**src/rtl/inv_sub_bytes_iter.sv**
```systemverilog
// Iterative AES InvSubBytes: BYTES_PER_CYCLE inverse S-box lanes walk the 16-byte state in place.
// Optional forward-S-box re-encryption self-check enabled by defining INV_SBOX_SELFCHECK_EN.
`timescale 1ns/1ps
module inv_sub_bytes_iter #(
    parameter int unsigned BYTES_PER_CYCLE = 1
) (
    input  logic         clk,
    input  logic         rst_n,
    input  logic         in_valid,
    output logic         in_ready,
    input  logic [127:0] state_in,
    output logic         out_valid,
    input  logic         out_ready,
    output logic [127:0] state_out,
    output logic         chk_err
);

    localparam int unsigned NBYTES   = 16;
    localparam int unsigned CNT_W    = 4;
    localparam int unsigned STATE_W  = 128;
    localparam int unsigned LAST_CNT = NBYTES - BYTES_PER_CYCLE;

    localparam logic [0:255][7:0] INV_SBOX = {
        8'h52, 8'h09, 8'h6a, 8'hd5, 8'h30, 8'h36, 8'ha5, 8'h38, 8'hbf, 8'h40, 8'ha3, 8'h9e, 8'h81, 8'hf3, 8'hd7, 8'hfb,
        8'h7c, 8'he3, 8'h39, 8'h82, 8'h9b, 8'h2f, 8'hff, 8'h87, 8'h34, 8'h8e, 8'h43, 8'h44, 8'hc4, 8'hde, 8'he9, 8'hcb,
        8'h54, 8'h7b, 8'h94, 8'h32, 8'ha6, 8'hc2, 8'h23, 8'h3d, 8'hee, 8'h4c, 8'h95, 8'h0b, 8'h42, 8'hfa, 8'hc3, 8'h4e,
        8'h08, 8'h2e, 8'ha1, 8'h66, 8'h28, 8'hd9, 8'h24, 8'hb2, 8'h76, 8'h5b, 8'ha2, 8'h49, 8'h6d, 8'h8b, 8'hd1, 8'h25,
        8'h72, 8'hf8, 8'hf6, 8'h64, 8'h86, 8'h68, 8'h98, 8'h16, 8'hd4, 8'ha4, 8'h5c, 8'hcc, 8'h5d, 8'h65, 8'hb6, 8'h92,
        8'h6c, 8'h70, 8'h48, 8'h50, 8'hfd, 8'hed, 8'hb9, 8'hda, 8'h5e, 8'h15, 8'h46, 8'h57, 8'ha7, 8'h8d, 8'h9d, 8'h84,
        8'h90, 8'hd8, 8'hab, 8'h00, 8'h8c, 8'hbc, 8'hd3, 8'h0a, 8'hf7, 8'he4, 8'h58, 8'h05, 8'hb8, 8'hb3, 8'h45, 8'h06,
        8'hd0, 8'h2c, 8'h1e, 8'h8f, 8'hca, 8'h3f, 8'h0f, 8'h02, 8'hc1, 8'haf, 8'hbd, 8'h03, 8'h01, 8'h13, 8'h8a, 8'h6b,
        8'h3a, 8'h91, 8'h11, 8'h41, 8'h4f, 8'h67, 8'hdc, 8'hea, 8'h97, 8'hf2, 8'hcf, 8'hce, 8'hf0, 8'hb4, 8'he6, 8'h73,
        8'h96, 8'hac, 8'h74, 8'h22, 8'he7, 8'had, 8'h35, 8'h85, 8'he2, 8'hf9, 8'h37, 8'he8, 8'h1c, 8'h75, 8'hdf, 8'h6e,
        8'h47, 8'hf1, 8'h1a, 8'h71, 8'h1d, 8'h29, 8'hc5, 8'h89, 8'h6f, 8'hb7, 8'h62, 8'h0e, 8'haa, 8'h18, 8'hbe, 8'h1b,
        8'hfc, 8'h56, 8'h3e, 8'h4b, 8'hc6, 8'hd2, 8'h79, 8'h20, 8'h9a, 8'hdb, 8'hc0, 8'hfe, 8'h78, 8'hcd, 8'h5a, 8'hf4,
        8'h1f, 8'hdd, 8'ha8, 8'h33, 8'h88, 8'h07, 8'hc7, 8'h31, 8'hb1, 8'h12, 8'h10, 8'h59, 8'h27, 8'h80, 8'hec, 8'h5f,
        8'h60, 8'h51, 8'h7f, 8'ha9, 8'h19, 8'hb5, 8'h4a, 8'h0d, 8'h2d, 8'he5, 8'h7a, 8'h9f, 8'h93, 8'hc9, 8'h9c, 8'hef,
        8'ha0, 8'he0, 8'h3b, 8'h4d, 8'hae, 8'h2a, 8'hf5, 8'hb0, 8'hc8, 8'heb, 8'hbb, 8'h3c, 8'h83, 8'h53, 8'h99, 8'h61,
        8'h17, 8'h2b, 8'h04, 8'h7e, 8'hba, 8'h77, 8'hd6, 8'h26, 8'he1, 8'h69, 8'h14, 8'h63, 8'h55, 8'h21, 8'h0c, 8'h7d
    };

    typedef enum logic [1:0] {
        IDLE = 2'd0,
        BUSY = 2'd1,
        DONE = 2'd2
    } state_t;

    state_t                         state_q;
    state_t                         state_d;
    logic [CNT_W-1:0]               cnt_q;
    logic [CNT_W-1:0]               cnt_d;
    logic [STATE_W-1:0]             work_q;
    logic [STATE_W-1:0]             work_d;
    logic [STATE_W-1:0]             work_upd;
    logic [BYTES_PER_CYCLE-1:0][7:0] lane_in;
    logic [BYTES_PER_CYCLE-1:0][7:0] lane_out;
    logic                           busy;
    logic                           last;
    logic                           accept;

    // State register
    always_ff @(posedge clk) begin
        if (!rst_n) begin
            state_q <= IDLE;
        end else begin
            state_q <= state_d;
        end
    end

    // Next-state logic
    always_comb begin
        state_d = state_q;
        case (state_q)
            IDLE:    if (accept)    state_d = BUSY;
            BUSY:    if (last)      state_d = DONE;
            DONE:    if (out_ready) state_d = IDLE;
            default:                state_d = IDLE;
        endcase
    end

    // State-decoded outputs; in_ready is masked by rst_n so nothing is accepted during reset
    always_comb begin
        in_ready  = rst_n & (state_q == IDLE);
        out_valid = (state_q == DONE);
        busy      = (state_q == BUSY);
        last      = busy & (cnt_q == CNT_W'(LAST_CNT));
    end

    assign accept    = in_valid & in_ready;
    assign state_out = work_q;

    // Lookup lanes read the bytes at cnt..cnt+BYTES_PER_CYCLE-1
    for (genvar k = 0; k < BYTES_PER_CYCLE; k++) begin : g_lane
        assign lane_in[k]  = work_q[{cnt_q + CNT_W'(k), 3'b000} +: 8];
        assign lane_out[k] = INV_SBOX[lane_in[k]];
    end

    // Each byte is owned by a fixed lane; it updates only when cnt reaches its group base
    for (genvar j = 0; j < NBYTES; j++) begin : g_byte
        localparam int unsigned LANE = j % BYTES_PER_CYCLE;
        localparam int unsigned BASE = j - LANE;
        assign work_upd[8*j +: 8] = (busy && (cnt_q == CNT_W'(BASE))) ? lane_out[LANE]
                                                                      : work_q[8*j +: 8];
    end

    always_comb begin
        work_d = work_upd;
        cnt_d  = cnt_q;
        if (accept) begin
            work_d = state_in;
            cnt_d  = '0;
        end else if (busy && !last) begin
            cnt_d  = cnt_q + CNT_W'(BYTES_PER_CYCLE);
        end
    end

    always_ff @(posedge clk) begin
        if (!rst_n) begin
            work_q <= '0;
            cnt_q  <= '0;
        end else begin
            work_q <= work_d;
            cnt_q  <= cnt_d;
        end
    end

`ifdef INV_SBOX_SELFCHECK_EN
    localparam logic [0:255][7:0] FWD_SBOX = {
        8'h63, 8'h7c, 8'h77, 8'h7b, 8'hf2, 8'h6b, 8'h6f, 8'hc5, 8'h30, 8'h01, 8'h67, 8'h2b, 8'hfe, 8'hd7, 8'hab, 8'h76,
        8'hca, 8'h82, 8'hc9, 8'h7d, 8'hfa, 8'h59, 8'h47, 8'hf0, 8'had, 8'hd4, 8'ha2, 8'haf, 8'h9c, 8'ha4, 8'h72, 8'hc0,
        8'hb7, 8'hfd, 8'h93, 8'h26, 8'h36, 8'h3f, 8'hf7, 8'hcc, 8'h34, 8'ha5, 8'he5, 8'hf1, 8'h71, 8'hd8, 8'h31, 8'h15,
        8'h04, 8'hc7, 8'h23, 8'hc3, 8'h18, 8'h96, 8'h05, 8'h9a, 8'h07, 8'h12, 8'h80, 8'he2, 8'heb, 8'h27, 8'hb2, 8'h75,
        8'h09, 8'h83, 8'h2c, 8'h1a, 8'h1b, 8'h6e, 8'h5a, 8'ha0, 8'h52, 8'h3b, 8'hd6, 8'hb3, 8'h29, 8'he3, 8'h2f, 8'h84,
        8'h53, 8'hd1, 8'h00, 8'hed, 8'h20, 8'hfc, 8'hb1, 8'h5b, 8'h6a, 8'hcb, 8'hbe, 8'h39, 8'h4a, 8'h4c, 8'h58, 8'hcf,
        8'hd0, 8'hef, 8'haa, 8'hfb, 8'h43, 8'h4d, 8'h33, 8'h85, 8'h45, 8'hf9, 8'h02, 8'h7f, 8'h50, 8'h3c, 8'h9f, 8'ha8,
        8'h51, 8'ha3, 8'h40, 8'h8f, 8'h92, 8'h9d, 8'h38, 8'hf5, 8'hbc, 8'hb6, 8'hda, 8'h21, 8'h10, 8'hff, 8'hf3, 8'hd2,
        8'hcd, 8'h0c, 8'h13, 8'hec, 8'h5f, 8'h97, 8'h44, 8'h17, 8'hc4, 8'ha7, 8'h7e, 8'h3d, 8'h64, 8'h5d, 8'h19, 8'h73,
        8'h60, 8'h81, 8'h4f, 8'hdc, 8'h22, 8'h2a, 8'h90, 8'h88, 8'h46, 8'hee, 8'hb8, 8'h14, 8'hde, 8'h5e, 8'h0b, 8'hdb,
        8'he0, 8'h32, 8'h3a, 8'h0a, 8'h49, 8'h06, 8'h24, 8'h5c, 8'hc2, 8'hd3, 8'hac, 8'h62, 8'h91, 8'h95, 8'he4, 8'h79,
        8'he7, 8'hc8, 8'h37, 8'h6d, 8'h8d, 8'hd5, 8'h4e, 8'ha9, 8'h6c, 8'h56, 8'hf4, 8'hea, 8'h65, 8'h7a, 8'hae, 8'h08,
        8'hba, 8'h78, 8'h25, 8'h2e, 8'h1c, 8'ha6, 8'hb4, 8'hc6, 8'he8, 8'hdd, 8'h74, 8'h1f, 8'h4b, 8'hbd, 8'h8b, 8'h8a,
        8'h70, 8'h3e, 8'hb5, 8'h66, 8'h48, 8'h03, 8'hf6, 8'h0e, 8'h61, 8'h35, 8'h57, 8'hb9, 8'h86, 8'hc1, 8'h1d, 8'h9e,
        8'he1, 8'hf8, 8'h98, 8'h11, 8'h69, 8'hd9, 8'h8e, 8'h94, 8'h9b, 8'h1e, 8'h87, 8'he9, 8'hce, 8'h55, 8'h28, 8'hdf,
        8'h8c, 8'ha1, 8'h89, 8'h0d, 8'hbf, 8'he6, 8'h42, 8'h68, 8'h41, 8'h99, 8'h2d, 8'h0f, 8'hb0, 8'h54, 8'hbb, 8'h16
    };

    logic [BYTES_PER_CYCLE-1:0] lane_bad;
    logic                       chk_err_q;

    // Lane input is still the captured byte, so re-encrypting the result must reproduce it
    for (genvar k = 0; k < BYTES_PER_CYCLE; k++) begin : g_chk
        assign lane_bad[k] = (FWD_SBOX[lane_out[k]] != lane_in[k]);
    end

    always_ff @(posedge clk) begin
        if (!rst_n) begin
            chk_err_q <= 1'b0;
        end else if (accept) begin
            chk_err_q <= 1'b0;
        end else if (busy && (|lane_bad)) begin
            chk_err_q <= 1'b1;
        end
    end

    assign chk_err = chk_err_q;
`else
    assign chk_err = 1'b0;
`endif

endmodule
```
**config.mk**
```make
export PLATFORM = sky130hd
export DESIGN_NAME = inv_sub_bytes_iter
export DESIGN_NICKNAME = d
export VERILOG_FILES = /design/src/rtl/inv_sub_bytes_iter.sv
export SDC_FILE = /design/constraint.sdc
export NUM_CORES = 1
export LEC_CHECK = 0
export BUFFER_PORTS_ARGS = -buffer_cell sky130_fd_sc_hd__buf_2
export CAP_MARGIN = 10
export CORE_MARGIN = 4
export CORE_UTILIZATION = 48
export DETAILED_ROUTE_END_ITERATION = 6
export PLACE_DENSITY = 0.73
export SETUP_SLACK_MARGIN = 0.15
export SYNTH_ARGS = -nofsm -noshare
export SYNTH_HDL_FRONTEND = slang
export SYNTH_SLANG_ARGS = --single-unit
export TNS_END_PERCENT = 20
```
**constraint.sdc**
```tcl
create_clock -name clk -period 8.2 [get_ports clk]
set_input_delay 1.64 -clock clk [delete_from_list [all_inputs] [get_ports clk]]
set_output_delay 1.64 -clock clk [all_outputs]
set_load 0.1 [all_outputs]
```
# == After elaboration in Yosys (flattened, before gate mapping) ==
# Memories as Yosys holds them, arrays and structs flattened.
# Index checks and enable logic that the tools add are counted.
# Widths: inputs -> output; s select.
# word_totals
regBits,134
mem_bits_ro,2048
inputBits,132
elab_cells,108
memories,1
# op_classes
n_addsub,1
magnitude_cmp,1
eq_ne,20
shifts,1
mux,23
bitwise,5
reduce_logical,38
# memory_table
name,words,width,read_ports,rd_ports_with_merged_regs,write_ports,line_no,text
(name not given),256,8,1,0,0,95,assign lane_out[k] = INV_SBOX[lane_in[k]];
# ops
operator,count
$mux 8,18
$mux 128,1
$shiftx 128x8->8,1
$eq 4x4->1 const B,8
$reduce_bool 2->1,16
$logic_and 1x1->1,17
$eq 4x3->1 const B,4
$ge 9x9->1 const B,1
$not 8->9,1
$eq 4x2->1 const B,2
$mux 2,3
$pmux 2 s3,1
$add 4x1->4 const B,1
$eq 4x1->1 const B,1
$logic_not 4->1,1
$ne 2x1->1 const B,2
$and 1x1->1,3
$reduce_and 3->1,1
$eq 2x1->1 const B,1
$eq 2x2->1 const B,1
$logic_not 2->1,1
$ne 2x2->1 const B,1
$reduce_or 2->1,1
$logic_not 1->1,1
$not 1->1,1

# == Depth between registers and ports, before layout ==
# Gate-level depths: netlist of run 1.
# depth
depth_word,7
ltp_mapped,18

# == Worst setup path before layout of run 1 ==
# Ideal clock, no wire load.
# synth_path
path_kind,in2out
from,input port rst_n
to,output port in_ready
arrival_time_ns,2.670
path_slack_ns,3.890
stages,2
path_buffers,1
path_cell_list,clkbuf_1 > and2_1
# synth_via
elab_chain_len,1
# synth_lines
item,line_no,text
from (decl),8,"input logic rst_n,"
$and 1x1->1,83,in_ready = rst_n & (state_q == IDLE);
to (decl),10,"output logic in_ready,"
# Every way passes these cells.

# == Worst setup path after layout of run 1 ==
# layout_path
from,register cnt_q[0]
to,register work_q[125] (netlist: state_out[125])
# layout_via
elab_chain_len,7
word_cells_on_any_way,10
cone_classes,eq/ne: 1; shift: 1; mux: 4; bitwise: 1; reduce/logical: 2; memory: 1
# layout_lines
item,line_no,text
from (decl),50,logic [CNT_W-1:0] cnt_q;
from (signal assigned),123,cnt_q <= cnt_d;
$shiftx 128x8->8,94,"assign lane_in[k] = work_q[{cnt_q + CNT_W'(k), 3'b000} +: 8];"
$not 8->9 (implied by the code),95,
$mem_v2 256x8,--,
$mux 8 (implied by the code) (2 in a row),95,
$mux 8,102,assign work_upd[8*j +: 8] = (busy && (cnt_q == CNT_W'(BASE))) ? lane_out[LANE]
$mux 128,109,if (accept) begin
to (signal assigned),122,work_q <= work_d;
to (decl),52,logic [STATE_W-1:0] work_q;
# Several ways; a longest one is shown, not always the timed one. The select of a mux whose other input is x is not followed.
# A chain may end at the register's enable or synchronous reset.

==> impl_results.md, run 1 <==
- Skew-Pair Late Insertion Delay: 0.44 ns
- Met2 Use GR: 0.645
- Routed wire length per instance: 29.6 um
- Post-synth top area cell: dfxtp_1
- Drt drc: 0
- Post-synth top flop: dfxtp_1
- Die Span X: 153 um
- Gr usage total: 0.416
- Largest net degree at the start of global routing: 80
- Fillers: 1917
- WP data required: 8.45 ns
- DR pass1 iterations: 6
- Sw frac: 0.518
- Fin Setup TNS: 0 ns
- Total of warnings raised by yosys: 0
- CP endpoint kind: register
- Yosys reg bits: 134
- Vias in the first global route: 11800
- Status: finished, final reports clean
- Worst vdd ir: 155 uV
- Top-count cell post-synth: nand2_1
- Drt total wl: 51000 um
- Synthesized Nets: 1413
- Gp weighted congestion: 1.06
- Final #Nets: 1595
- Ys async rst share: 0
- Sink Count: 134
- Port-buffer cells: 261
- Tightest Pin Transition: 1.20 ns
- Die area: 23300 sq um
- Clock network power share: 0.248
- Critical Path Source Type: register
- Root Driver: clkbuf_16
- RSZ-0062 raised after global routing: no
- Bufs on Longest Clock Path: 2
- CTS HTree Levels: 4
- Cell count after synthesis: 1255
- Setup Fix Bufs, Post-CTS: 0
- Total CTS buffers: 17
- Library cells used by synthesis: 81
- Boundary Pins: 263
- Clk_skew: 0.0239 ns
- Vert. Die Dim: 153 um
- Leak: 4.91 nW
- Final Hold Viols: 0
- Part of the cycle the worst path needs: 0.749
- P&R area growth vs syn: 18.1%
- EDFF count, synth: 0
- Arrival time worst endpoint: 6.39 ns
- Hold Crit Class: reg -> reg
- Max-cap violations: 0
- Initial antenna violation count: 1
- Yosys top cell area share: 0.267
- CP Max Fanout: 35
- CP startpoint: cnt_q[0]$_SDFFE_PP0P_
- Area contributors post-synth: dfxtp_1 (27%), mux4_2 (7.0%), o21ai_0 (6.4%)
- PwrDens: 270 nW/um^2
- Hold Startpoint: state_out[116]$_SDFFE_PN0P_
- Routed vias: 12500
- Switching power: 1.65 mW
- Most instantiated cells after synthesis: nand2_1 (169), dfxtp_1 (134), o21ai_0 (128), a21oi_1 (92), nor2_1 (69)
- Final hold slack: 0.527 ns
- Core area: 20400 sq um
- Comb pwr share: 0.516
- Fin. max-slew vios: 0
- GR Layer Usage met1: 0.538
- Slew HR: 0.200
- Total congestion overflow: 0
- Avg Cell Area, Syn: 7.99 sq um
- First-pass GRT wire length: 75600 um
- Synth Cell Area: 10000 sq um
- Initial core utilization: 0.493
- Pint: 1.54 mW
- Critical path class: reg -> reg
- CTS tree: done
- DRT iter0 DRCs: 1902
- Vias per cell: 7.28
- GR Util met3: 0.114
- Overall Power: 3.19 mW
- CTS Hold Bufs: 0
- Clock transition at path regs: 0.07 ns
- Reg area: 2690 sq um
- Post-synthesis sequential area ratio: 0.267
- Busiest metal layer after global routing: met2
- # setup viols final: 0
- Post-cts sizing count: 0
- Sequential power share: 0.235
- Final min period: 6.14 ns
- Share of cells above drive strength 1: 0.267
- FF-to-FF Start: cnt_q[0]$_SDFFE_PP0P_
- Multi-input logic area: 6680 sq um
- Max Clock Freq: 163 MHz
- HPWL after DPL: 36800 um
- Row cnt: 52
- Routed Antenna Nets: 0
[metal layers]
layer  vias to the layer above  wire (um)
met3                       250       6720
met5                         -          8
met4                         2       2980
met2                      1181      22600
met1                      5850      18700
li1                       5238          -
[cell usage in the layout (no fill, tap or decap), types with 4 or more instances in the layout]
cell / instances
a22oi_1: 12
o21ai_1: 22
o22ai_1: 7
o2111ai_1: 4
o221ai_1: 40
and2_1: 13
a221o_1: 7
o211ai_1: 12
nand2_1: 169
a21oi_2: 10
nor2b_1: 8
mux2i_1: 10
o31ai_1: 20
a221oi_1: 9
buf_4: 26
nor3_1: 15
a22o_1: 58
nand4_1: 7
inv_8: 5
or2_2: 5
a32oi_1: 43
a21oi_1: 92
inv_1: 7
and3_1: 17
clkbuf_16: 17
mux4_2: 31
a31oi_1: 16
buf_2: 260
nand3_1: 43
o21ai_0: 128
dfxtp_1: 132
nor2_1: 69
a211o_1: 5
a21o_1: 7
ha_1: 26
a211oi_1: 15
[worst max-delay path, stage by stage (launching register included)]
cell	delay, ns
dfxtp_2	0.95
clkinv_1	0.62
mux2i_2	0.52
mux2_4	0.50
inv_2	0.37
ha_1	0.60
o311a_1	0.44
o311ai_0	0.50
a31oi_1	0.22
nor2_1	0.94
o21ai_0	0.25
[power groups by stage]
stage / Sequential (mW) / Combinational, mW / Clock, mW
2_1_floorplan: 1.05 / 0.854 / 0
3_3_place_gp: 0.763 / 1.60 / 0
3_5_place_dp: 0.762 / 1.57 / 0
4_1_cts: 0.749 / 1.58 / 0.791
5_1_grt: 0.755 / 1.70 / 0.818
6_report: 0.751 / 1.65 / 0.794
[per-stage QoR]
step | utilization | cell area [sq um] | std cells | setup slack [ns]
2_1_floorplan | - | 10000 | 1255 | 3.89
3_3_place_gp | 0.552 | 11200 | 1688 | 2.37
3_5_place_dp | 0.552 | 11200 | 1688 | 2.35
4_1_cts | 0.581 | 11800 | 1720 | 2.32
5_1_grt | 0.581 | 11800 | 1720 | 1.89
6_report | 0.582 | 11800 | 1721 | 2.06
[flip-flops by register name, indices dropped and copies added, names as in the netlist]
register,flops
cnt_q,4
state_q,2
state_out,128
[final timing paths]
| check | endpoint | slack, ns | cells past startpoint |
|---|---|---|---|
| min | state_out[116]$_SDFFE_PN0P_ | 0.53 | 2 |
| max reg2reg | state_out[125]$_SDFFE_PN0P_ | 2.06 | 10 |
| min reg2reg | state_out[116]$_SDFFE_PN0P_ | 0.53 | 2 |
| max | state_out[125]$_SDFFE_PN0P_ | 2.06 | 10 |
[cells by family after synthesis]
group / count (synthesis) / share of synthesized area
AO/OA/AOI/OAI: 542 / 0.373
AND/OR/NAND/NOR: 368 / 0.167
flip-flops: 134 / 0.267
buffers and inverters: 133 / 0.0679
multiplexers: 47 / 0.0883
adder cells (fa/ha/maj): 26 / 0.0324
XOR/XNOR: 4 / 0.00349
other: 1 / 0.000374
[final cells by class]
type | instances | area share
multi-input combinational | 988 | 0.564
sequential | 134 | 0.227
timing repair buffer | 286 | 0.126
clock buffer | 17 | 0.0359
tap | 270 | 0.0285
clock inverter | 15 | 0.0150
inverter | 10 | 0.00317
antenna | 1 | 0.000211
(Power assumes the default switching activity.)
==> run 2, diff against run 1 <==
--- a/config.mk
+++ b/config.mk
@@ -5,12 +5,13 @@
 export SDC_FILE = /design/constraint.sdc
 export NUM_CORES = 1
 export LEC_CHECK = 0
+export ABC_AREA = 1
 export BUFFER_PORTS_ARGS = -buffer_cell sky130_fd_sc_hd__buf_2
 export CAP_MARGIN = 10
 export CORE_MARGIN = 4
 export CORE_UTILIZATION = 48
 export DETAILED_ROUTE_END_ITERATION = 6
-export PLACE_DENSITY = 0.73
+export PLACE_DENSITY = 0.71
 export SETUP_SLACK_MARGIN = 0.15
 export SYNTH_ARGS = -nofsm -noshare
 export SYNTH_HDL_FRONTEND = slang
==> constraint.sdc (replaced) <==
create_clock -name clk -period 5.72 [get_ports clk]
set_input_delay 1.144 -clock clk [delete_from_list [all_inputs] [get_ports clk]]
set_output_delay 1.144 -clock clk [all_outputs]
set_load 0.1 [all_outputs]
==> impl_results.md, run 2 <==
- Final #Nets: 2322
- Setup Fix Bufs, Post-CTS: 0
- Max reg flops: 128
- CTS tree: done
- Gp weighted congestion: 1.12
- Part of the cycle the worst path needs: 0.790
- Library cells used by synthesis: 31
- Status: finished, final reports clean
- CP Max Fanout: 35
- Dpl cells: 2468
- Final setup margin: 1.20 ns
- Placed inst area: 13200 sq um
- Hold Crit Class: reg -> reg
- Row cnt: 57
- Bufs on Longest Clock Path: 2
- Commonest non-fill, non-tap cell in the layout: nand3_1
- Sink Count: 134
- Synth Cell Area: 11900 sq um
- Skew-Pair Late Insertion Delay: 0.44 ns
- Vias per cell: 6.10
- Final hold slack: 0.594 ns
- Cell count after synthesis: 1989
- Root Driver: clkbuf_16
- Drt drc: 0
- WP data required: 6.07 ns
- Ant diodes: 0
- Pre-CTS setup slack: 1.44 ns
- Ys async rst share: 0
- Reg2reg end: state_out[20]$_SDFFE_PN0P_
- Fin Setup TNS: 0 ns
- Core area: 24400 sq um
- Initial antenna violation count: 0
- Post-synthesis sequential area ratio: 0.225
- PwrDens: 555 nW/um^2
- Top-count cell post-synth: nand3_1
- Yosys top cell area share: 0.225
- Synthesized Nets: 2147
- Area contributors post-synth: dfxtp_1 (22%), nand3_1 (22%), nand2_1 (13%)
- Share of cells above drive strength 1: 0.218
- Fin. max-slew vios: 0
- Boundary Pins: 263
- Fin util: 0.567
- First-pass GRT wire length: 84800 um
- Avg Cell Area, Syn: 6.00 sq um
- HPWL after DPL: 40500 um
- Clk_skew: 0.0189 ns
- Post-synth top flop: dfxtp_1
- Initial core utilization: 0.489
- EDFF count, synth: 0
- Cell Count, Final, Fillers Out: 2501
- Routed Antenna Nets: 0
- CTS HTree Levels: 4
- Final min period: 4.52 ns
- # setup viols final: 0
- Worst vdd ir: 306 uV
- Post-synth top area cell: dfxtp_1
- Final Hold Viols: 0
- Leak: 6.52 nW
- DR pass1 iterations: 7
- CP startpoint: cnt_q[0]$_SDFFE_PP0P_
- Finished Cell Area: 13800 sq um
- Vias in the first global route: 14100
- Total CTS buffers: 17
- P&R area growth vs syn: 15.8%
- Gr usage total: 0.388
- CP endpoint kind: register
- DRT iter0 DRCs: 2238
- Crit path to: state_out[20]$_SDFFE_PN0P_
- R2R Setup Slk: 1.20 ns
- R2R depth: 20
- Die Span X: 166 um
- RSZ-0062 raised after global routing: no
- Post-cts sizing count: 0
- Slew HR: 0.404
- Drt total wl: 56700 um
- CTS Hold Bufs: 0
- Port-buffer cells: 261
- Max Clock Freq: 221 MHz
- Yosys reg bits: 134
- Critical path class: reg -> reg
- Most instantiated cells after synthesis: nand3_1 (518), nand2_1 (408), inv_1 (265), a21oi_1 (149), dfxtp_1 (134)
- Most frequent cells in the layout: nand3_1 (518), nand2_1 (407), inv_1 (264)
- Max-cap violations: 0
- Vert. Die Dim: 166 um
- Routed wire length per instance: 22.7 um
- Tightest Pin Transition: 0.894 ns
- Critical Path Source Type: register
- Total of warnings raised by yosys: 0
- Largest net degree at the start of global routing: 79
- Die area: 27400 sq um
- Clock transition at path regs: 0.07 ns
- FF-to-FF Start: cnt_q[0]$_SDFFE_PP0P_
- Routed vias: 15300
- Total congestion overflow: 0
- Arrival time worst endpoint: 4.87 ns
- Overall Power: 7.67 mW
run 2: worst min-delay path by stage:
| stage | start | end | slack [ns] | cells after the start |
|---|---|---|---|---|
| final | state_out[70]$_SDFFE_PN0P_ | state_out[70]$_SDFFE_PN0P_ | 0.59 | 4 |
| after global placement | state_out[71]$_SDFFE_PN0P_ | state_out[71]$_SDFFE_PN0P_ | 0.57 | 4 |
| after global routing | cnt_q[1]$_SDFFE_PP0P_ | cnt_q[1]$_SDFFE_PP0P_ | 0.62 | 2 |
| after detailed placement | state_out[71]$_SDFFE_PN0P_ | state_out[71]$_SDFFE_PN0P_ | 0.58 | 4 |
| after CTS | state_out[71]$_SDFFE_PN0P_ | state_out[71]$_SDFFE_PN0P_ | 0.59 | 4 |
| after floorplan | state_q[0]$_SDFFE_PN0P_ | state_q[1]$_SDFFE_PN0P_ | 0.59 | 3 |
run 2: power by group:
| group | switching, mW | total [mW] | internal [mW] |
|---|---|---|---|
| registers | 0.134 | 1.23 | 1.10 |
| clock network | 0.539 | 1.17 | 0.634 |
| logic | 4.04 | 5.26 | 1.22 |
run 2: cell type report:
| cell class | count | area [sq um] |
|---|---|---|
| fill | 2544 | 10600 |
| clock inverter | 14 | 160 |
| multi-input combinational | 1426 | 7320 |
| timing repair buffer | 312 | 1780 |
| tap | 324 | 405 |
| sequential | 134 | 2680 |
| clock buffer | 18 | 439 |
| inverter | 273 | 1030 |
run 2: layer usage:
| layer | share of wire | track usage | wire (um) | up-vias |
|---|---|---|---|---|
| li1 | - | - | - | 6906 |
| met1 | 0.38 | 0.520 | 21500 | 6935 |
| met2 | 0.43 | 0.594 | 24400 | 1200 |
| met3 | 0.13 | 0.0841 | 7410 | 218 |
| met4 | 0.059 | 0.186 | 3370 | 0 |
| met5 | 0 | 0 | 0 | - |
run 2: cell families (layout without fill, tap and decap cells):
family | count (synthesis) | count (layout) | synth area share
compound gates | 311 | 311 | 0.141
fa+ha+maj | 26 | 26 | 0.0273
buf+inv | 429 | 617 | 0.164
flops | 134 | 134 | 0.225
other cells | 1 | 1 | 0.000314
simple gates | 1088 | 1088 | 0.443
run 2: critical path, stage by stage (launching register included):
cell,delay (ns)
dfxtp_2,0.68
inv_2,0.45
nand2_1,0.18
nand3_1,0.08
nand2_1,0.17
nand2_1,0.10
nand2_1,0.10
nor2_1,0.05
buf_4,0.20
ha_1,0.33
inv_1,0.11
nand2_1,0.35
nand3_1,0.30
nand3_1,0.17
nand3_1,0.13
nand3_1,0.10
nand3_1,0.23
nand2_2,0.18
buf_4,0.25
nand3_2,0.08
a21oi_1,0.16
